### src/rtl/filters_pkg.sv
// Shared FIR filter definitions: FSM encoding, DC offset, defaults.
// Also holds the filter-select codes used by the surrounding system.
package filters_pkg;

  localparam int TAPS_DEF      = 23;
  localparam int DATA_W_DEF    = 16;
  localparam int COEF_W_DEF    = 32;
  localparam int COEF_FRAC_DEF = 16;
  localparam int ADDR_W_DEF    = 5;
  localparam int DC_OFFSET     = 2048;

  typedef enum logic [1:0] {
    ST_IDLE  = 2'd0,
    ST_READ  = 2'd1,
    ST_FINAL = 2'd2
  } fir_state_e;

  typedef enum logic [1:0] {
    FILT_LPF = 2'd0,
    FILT_HPF = 2'd1,
    FILT_BPF = 2'd2
  } filt_sel_e;

endpackage

### src/rtl/fir_mac.sv
// Signed multiply-accumulate with synchronous clear.
// Clear has priority over enable.
module fir_mac #(
  parameter int XW = 17,
  parameter int CW = 32,
  parameter int AW = 54
) (
  input  logic                 clk,
  input  logic                 rst,
  input  logic                 clr,
  input  logic                 en,
  input  logic signed [XW-1:0] x,
  input  logic signed [CW-1:0] c,
  output logic signed [AW-1:0] acc
);

  logic signed [XW+CW-1:0] prod;
  logic signed [AW-1:0]    acc_d;
  logic signed [AW-1:0]    acc_q;

  always_comb begin
    prod  = x * c;
    acc_d = acc_q;
    if (clr) begin
      acc_d = '0;
    end else if (en) begin
      acc_d = acc_q + AW'(prod);
    end
  end

  always_ff @(posedge clk or negedge rst) begin
    if (!rst) begin
      acc_q <= '0;
    end else begin
      acc_q <= acc_d;
    end
  end

  assign acc = acc_q;

endmodule

### src/rtl/fir_engine.sv
// Sequential FIR engine: one MAC per tap over external sample/coef RAMs.
// Define FIR_ENGINE_SAT_EN to clamp the result instead of wrapping.
module fir_engine
  import filters_pkg::*;
#(
  parameter int TAPS      = TAPS_DEF,
  parameter int DATA_W    = DATA_W_DEF,
  parameter int COEF_W    = COEF_W_DEF,
  parameter int COEF_FRAC = COEF_FRAC_DEF,
  parameter int ADDR_W    = ADDR_W_DEF
) (
  input  logic              clk,
  input  logic              rst,
  input  logic              start,
  input  logic              dc_en,
  output logic [ADDR_W-1:0] xant_addr,
  output logic              xant_ce,
  input  logic [DATA_W-1:0] xant_q,
  output logic [ADDR_W-1:0] coef_addr,
  output logic              coef_ce,
  input  logic [COEF_W-1:0] coef_q,
  output logic [DATA_W-1:0] result,
  output logic              done,
  output logic              ready,
  output logic              idle
);

  localparam int ACC_W = DATA_W + COEF_W + $clog2(TAPS) + 1;
  localparam int XW    = DATA_W + 1;

  fir_state_e        state_q, state_d;
  logic [ADDR_W-1:0] addr_q, addr_d;
  logic [DATA_W-1:0] result_q, result_d;
  logic              done_q, done_d;
  logic              vld_q, vld_d;
  logic              fin_q, fin_d;
  logic              dc_q, dc_d;
  logic              clr;

  logic signed [XW-1:0]    off_s;
  logic signed [XW-1:0]    x_s;
  logic signed [ACC_W-1:0] acc;
  logic signed [ACC_W-1:0] y;
  logic [DATA_W-1:0]       y_out;

  fir_mac #(
    .XW(XW),
    .CW(COEF_W),
    .AW(ACC_W)
  ) u_mac (
    .clk(clk),
    .rst(rst),
    .clr(clr),
    .en (vld_q),
    .x  (x_s),
    .c  ($signed(coef_q)),
    .acc(acc)
  );

  always_comb begin
    off_s = dc_q ? XW'(DC_OFFSET) : '0;
    x_s   = $signed({1'b0, xant_q}) - off_s;
    y     = (acc >>> COEF_FRAC) + ACC_W'(off_s);
`ifdef FIR_ENGINE_SAT_EN
    if (y[ACC_W-1]) begin
      y_out = '0;
    end else if (|y[ACC_W-2:DATA_W]) begin
      y_out = '1;
    end else begin
      y_out = y[DATA_W-1:0];
    end
`else
    y_out = y[DATA_W-1:0];
`endif
  end

`ifndef FIR_ENGINE_SAT_EN
  logic unused_y_hi;
  assign unused_y_hi = ^y[ACC_W-1:DATA_W];
`endif

  always_comb begin
    state_d  = state_q;
    addr_d   = addr_q;
    result_d = result_q;
    done_d   = 1'b0;
    fin_d    = fin_q;
    dc_d     = dc_q;
    clr      = 1'b0;
    vld_d    = (state_q == ST_READ);
    unique case (state_q)
      ST_IDLE: begin
        if (start) begin
          state_d = ST_READ;
          addr_d  = '0;
          dc_d    = dc_en;
          clr     = 1'b1;
        end
      end
      ST_READ: begin
        if (addr_q == ADDR_W'(TAPS - 1)) begin
          state_d = ST_FINAL;
          addr_d  = '0;
          fin_d   = 1'b0;
        end else begin
          addr_d = addr_q + 1'b1;
        end
      end
      ST_FINAL: begin
        // first cycle folds in the last pair, second emits the result
        if (!fin_q) begin
          fin_d = 1'b1;
        end else begin
          result_d = y_out;
          done_d   = 1'b1;
          state_d  = ST_IDLE;
          fin_d    = 1'b0;
        end
      end
      default: state_d = ST_IDLE;
    endcase
  end

  always_ff @(posedge clk or negedge rst) begin
    if (!rst) begin
      state_q  <= ST_IDLE;
      addr_q   <= '0;
      result_q <= '0;
      done_q   <= 1'b0;
      vld_q    <= 1'b0;
      fin_q    <= 1'b0;
      dc_q     <= 1'b0;
    end else begin
      state_q  <= state_d;
      addr_q   <= addr_d;
      result_q <= result_d;
      done_q   <= done_d;
      vld_q    <= vld_d;
      fin_q    <= fin_d;
      dc_q     <= dc_d;
    end
  end

  assign xant_ce   = (state_q == ST_READ);
  assign coef_ce   = (state_q == ST_READ);
  assign xant_addr = addr_q;
  assign coef_addr = addr_q;
  assign result    = result_q;
  assign done      = done_q;
  assign ready     = done_q;
  assign idle      = (state_q == ST_IDLE);

endmodule

### config.mk
export PLATFORM = sky130hd
export DESIGN_NAME = fir_engine
export DESIGN_NICKNAME = d
export VERILOG_FILES = /design/src/rtl/filters_pkg.sv /design/src/rtl/fir_mac.sv /design/src/rtl/fir_engine.sv
export SDC_FILE = /design/constraint.sdc
export NUM_CORES = 1
export LEC_CHECK = 0
export CAP_MARGIN = 20
export CORE_MARGIN = 3
export CORE_UTILIZATION = 65
export CTS_BUF_LIST = sky130_fd_sc_hd__clkbuf_16
export DETAILED_ROUTE_END_ITERATION = 6
export PLACE_DENSITY_LB_ADDON = 0.15
export SKIP_LAST_GASP = 1
export SLEW_MARGIN = 10
export SYNTH_ARGS = -nofsm -noshare
export SYNTH_HDL_FRONTEND = slang
export SYNTH_HIERARCHICAL = 1
export SYNTH_SLANG_ARGS = --single-unit
### constraint.sdc
create_clock -name clk -period 7.9 [get_ports clk]
set_clock_uncertainty 0.15 [all_clocks]
set_input_delay 1.58 -clock clk [delete_from_list [all_inputs] [get_ports clk]]
set_output_delay 1.58 -clock clk [all_outputs]
set_load 0.01 [all_outputs]
After elaboration in Yosys (flattened, before gate mapping) --
Cells that the tools add are included.
Word-level totals: register bits 81, latch bits 0, bits in writable memories 0, memory bits (read-only) 0, input bits 52, output and inout port bits 31, word-level logic and storage cells 45, memories 0
Operators by class: add/sub/neg operators 4, multiply operators 1, divide/modulo/power cells 0, $lt $le $gt $ge 0, eq/ne operators 6, shift operators 0, muxes and demuxes 17, bitwise logic cells 0, reduce and logical (&&, ||, !) cells 9
Operators with widths (count):
- $mux W54 | 2
- $add A54 B49 Y54 | 1
- $mul A17 B32 Y49 | 1
- $sub A16 B12 Y17 | 1
- $add A16 B13 Y16 | 1
- $mux W12 | 1
- $mux W5 | 2
- $pmux W5 S2 | 1
- $reduce_and A2 Y1 | 4
- $mux W1 | 6
- $mux W2 | 3
- $pmux W2 S3 | 1
- $reduce_bool A2 Y1 | 3
- $add A5 B1 Y5 const B | 1
- $eq A5 B5 Y1 const B | 1
- $ne A2 B2 Y1 const B | 2
- $reduce_and A3 Y1 | 1
- $eq A2 B1 Y1 const B | 1
- $eq A2 B2 Y1 const B | 1
- $logic_not A2 Y1 | 1
- $ne A2 B1 Y1 const B | 1
- $pmux W1 S2 | 1

Longest topological paths before layout --
word-level depth 6, mapped depth 28, gate-level depth less buffers 27

By module --
Netlist, hierarchy kept.
Modules (own cells, without submodules):
- fir_mac | times used 1, cells an instance 2650, area an instance 23915.4 µm², seq. area each 1351.3 µm²
- fir_engine | times used 1, cells an instance 112, area an instance 1346.3 µm², seq. area each 675.6 µm²

Worst setup path before layout --
No wires, ideal clock.
path type input to register, start point input xant_q[11], end point register u_mac.acc_q[47], in the netlist u_mac/acc[47], library setup time 0.121 ns, arrival 7.718 ns, slack -0.089 ns, stages on the path 27, path through inv_1 ha_1 ha_1 xor2_1 clkbuf_1 nand2_1 fa_1 inv_1 fa_1 fa_1 fa_1 fa_1 inv_1 fa_1 inv_1 ha_1 clkbuf_1 nand4_1 a211oi_1 or2_2 o32ai_1 a31o_2 o31ai_2 a31o_1 a21oi_1 xnor2_1 a22o_1
On the way: word-level cells in the longest chain between the ends 5
Ends and longest elaborated chain:
- from (decl) | RTL line fir_engine.sv:18 | input logic [DATA_W-1:0] xant_q,
- $sub A16 B12 Y17 | RTL line fir_engine.sv:62 | x_s = $signed({1'b0, xant_q}) - off_s;
- net x_s[13] | RTL line fir_engine.sv:41 | logic signed [XW-1:0] x_s;
- $mul A17 B32 Y49 | RTL line fir_mac.sv:22 | prod = x * c;
- $add A54 B49 Y54 | RTL line fir_mac.sv:27 | acc_d = acc_q + AW'(prod);
- $mux W54 | RTL line fir_mac.sv:26 | end else if (en) begin
- $mux W54 | RTL line fir_mac.sv:24 | if (clr) begin
- to (signal assigned) | RTL line fir_mac.sv:33 | acc_q <= '0;
- to (signal assigned) | RTL line fir_mac.sv:35 | acc_q <= acc_d;
- to (decl) | RTL line fir_mac.sv:19 | logic signed [AW-1:0] acc_q;
The timed path passes the listed nets, and every way through them passes these cells. The select of a mux whose other input is x is not followed. A chain may end at the register's enable or synchronous reset.

Worst setup path in the final report --
start point input xant_q[11], end point register u_mac.acc_q[28], in the netlist u_mac/acc[28]
The elaborated chain is that of the path after synthesis.

==> impl_results.md <==
* Status: completed
* # port buffers at 82
* Setup crit start kind: input pin
* Syn nets at about 2400
* Register-to-register setup slack at roughly 1200 ps
* FF-to-FF Start: dc_q
* Initial Util at 66.61%
* Crit path arrival time at slightly below 8000 ps
* Period utilization at 98.12%
* R2R Path End: u_mac/acc[28]
* Total grt overflow at 0
* Final Util at 76.31%
* CTS clk-pin slew, worst paths at roughly 50 ps
* Fin Setup TNS at 0 ps
* Crit path time final at 7751 ps
* First-pass GRT wire length at about 65000 um
* Share of cells above drive strength 1 at 10.39%
* Clk sinks at 59
* Yosys warnings at 6
* MaxCap Viol Count at 0
* TritonCTS buffer count at 9
* Pin count of the biggest net entering global routing at 60
* CTS Hold Bufs at 0
* DR WL/cell at between 15 and 20 um
* Mean post-synth cell area at ~8.8 um^2
* Most Crowded Layer GR: met2
* Initial antenna violation count at 0
* Area Growth Syn to Fin at 14.56%
* CP required at ~8000 ps
* Min-Delay Path Depth at 1
* Fmax at 129.0 MHz
* GRT Total Usage at approximately 30%
* # DRC at 0
* Vias at about 12000
* Die width at 164.3 um
* Die area at 27000 um^2
* Max Buffers Root-to-Sink at 2
* HPWL after detailed placement at between 30000 and 40000 um
* Final ANT Viol Nets at 0
* Min-delay src: result[10]
* Final WL at ~39000 um
* Vias in the first global route at between 10000 and 15000
* Num ports at 83
* CTS tree: yes
* Cell Area, Synth at ~16000 um^2
* Worst Path Max Fanout at 7
* Post-Syn Instances at ~1900
* Worst slew margin at around half
* Initial DRC Count at 655
* Die height at roughly 160 um
* Setup CP Type: in2reg
* Placed cells at roughly 2300
* Hold endpoint: result[10]
* Register area at approximately 1500 um^2
* Met3 Use GR at 4.464%
* Core area at about 24000 um^2
* Number of core rows at 57
* Reg2Reg Depth at 23
* GRT met2 Usage at 54.94%
* Grt met1 use at between 30% and 40%
* Final Slew Violations at 0
* Endpoints failing hold at 0
* Crit path capture type: flip-flop
* Layout net count at approximately 2500
* # fillers at ~1700
* Non-Filler Instances at between 2000 and 2500
* Root buffer cell: clkbuf_16
* Final Setup Violations at 0
* Pre-antenna DRT Iters at 6
* Actual slew at the worst max-slew pin at ~750 ps
* RePlAce Congestion at ~0.93
* Via density at between 5 and 6
* Diode count at 0
* Worst-skew pair later-pin latency at 330 ps
* Hold crit path type: reg2reg
* Htree depth at 3
* Multi-input gate area at about 13000 um^2
[placed cells by master, fill, tap and decap left out, types with 6 or more instances in the layout]
cell type	instances
clkdlybuf4s50_1	81
mux2i_1	22
nand4_1	6
ha_1	97
nand2_1	274
and2_1	159
xnor2_1	17
xor2_1	12
o211ai_1	6
a21o_1	12
fa_2	6
dfrtp_1	59
o21ai_0	19
clkbuf_16	9
mux2_4	12
buf_12	8
nor2_1	71
inv_1	490
fa_1	359
buf_4	125
nand3_1	14
a21oi_1	32
[final cells by class]
class	instances	share of cell area, %
clock buffer	9	1.207
sequential	59	7.909
clock inverter	6	0.3150
multi-input combinational	1188	67.88
inverter	491	9.873
timing repair buffer	220	10.64
tap	324	2.172
[worst max-delay path, stage by stage]
cell and delay, ps:
clkdlybuf4s50_1 450, inv_1 40, ha_2 180, buf_4 140, nand2b_4 60, nor2_2 40, xor2_2 200, buf_4 160
buf_4 160, and2_4 160, fa_2 540, fa_1 460, fa_2 620, fa_2 450, fa_1 550, inv_1 60
fa_1 470, inv_1 50, ha_2 350, nand2_1 110, nor3_1 210, o21ai_0 130, a32oi_1 290, xnor2_1 140
a211oi_2 240
[flip-flops by register name (all words and copies together), names as in the netlist]
signal     flops
coef_addr      5
dc_q           1
done           1
fin_q          1
result        16
state_q        2
u_mac/acc     32
vld_q          1
[worst max path at each step]
stage,cells past startpoint,slack [ps],from,to
5_1_grt,26,-60,xant_q[11],u_mac/acc[31]
3_3_place_gp,26,-150,xant_q[11],u_mac/acc[29]
2_1_floorplan,27,370,xant_q[11],u_mac/acc[24]
4_1_cts,24,80,xant_q[11],u_mac/acc[31]
3_5_place_dp,24,-350,xant_q[11],u_mac/acc[31]
6_report,25,150,xant_q[11],u_mac/acc[28]
[stage by stage]
| step | area [um^2] | setup slack, ps | hold WS [ps] |
|---|---|---|---|
| final | 18670 | 148.8 | 359.2 |
| after global routing | 18670 | -58.37 | 362.7 |
| after CTS | 18420 | 75.98 | 359.4 |
| after detailed placement | 18130 | -349.6 | 335.0 |
| after global placement | 18130 | -154.5 | 323.3 |
| after floorplan | 16290 | 365.9 | 330.2 |
[repair_timing]
action                                  4_1_cts  5_1_grt
pin swaps                                     0       17
endpoints found under the setup margin        1       10
gates resized for setup                       1       46
setup buffers                                 0        3
cloned                                        0        2
[routing by layer]
layer | wire, um | up-vias
li1 | - | 5512
met1 | 14760 | 6328
met2 | 20470 | 406
met3 | 2141 | 107
met4 | 1514 | 0
met5 | 0 | -
Power is not shown: default switching activity piles up to over one toggle a cycle in this logic, so the estimate is an artifact.
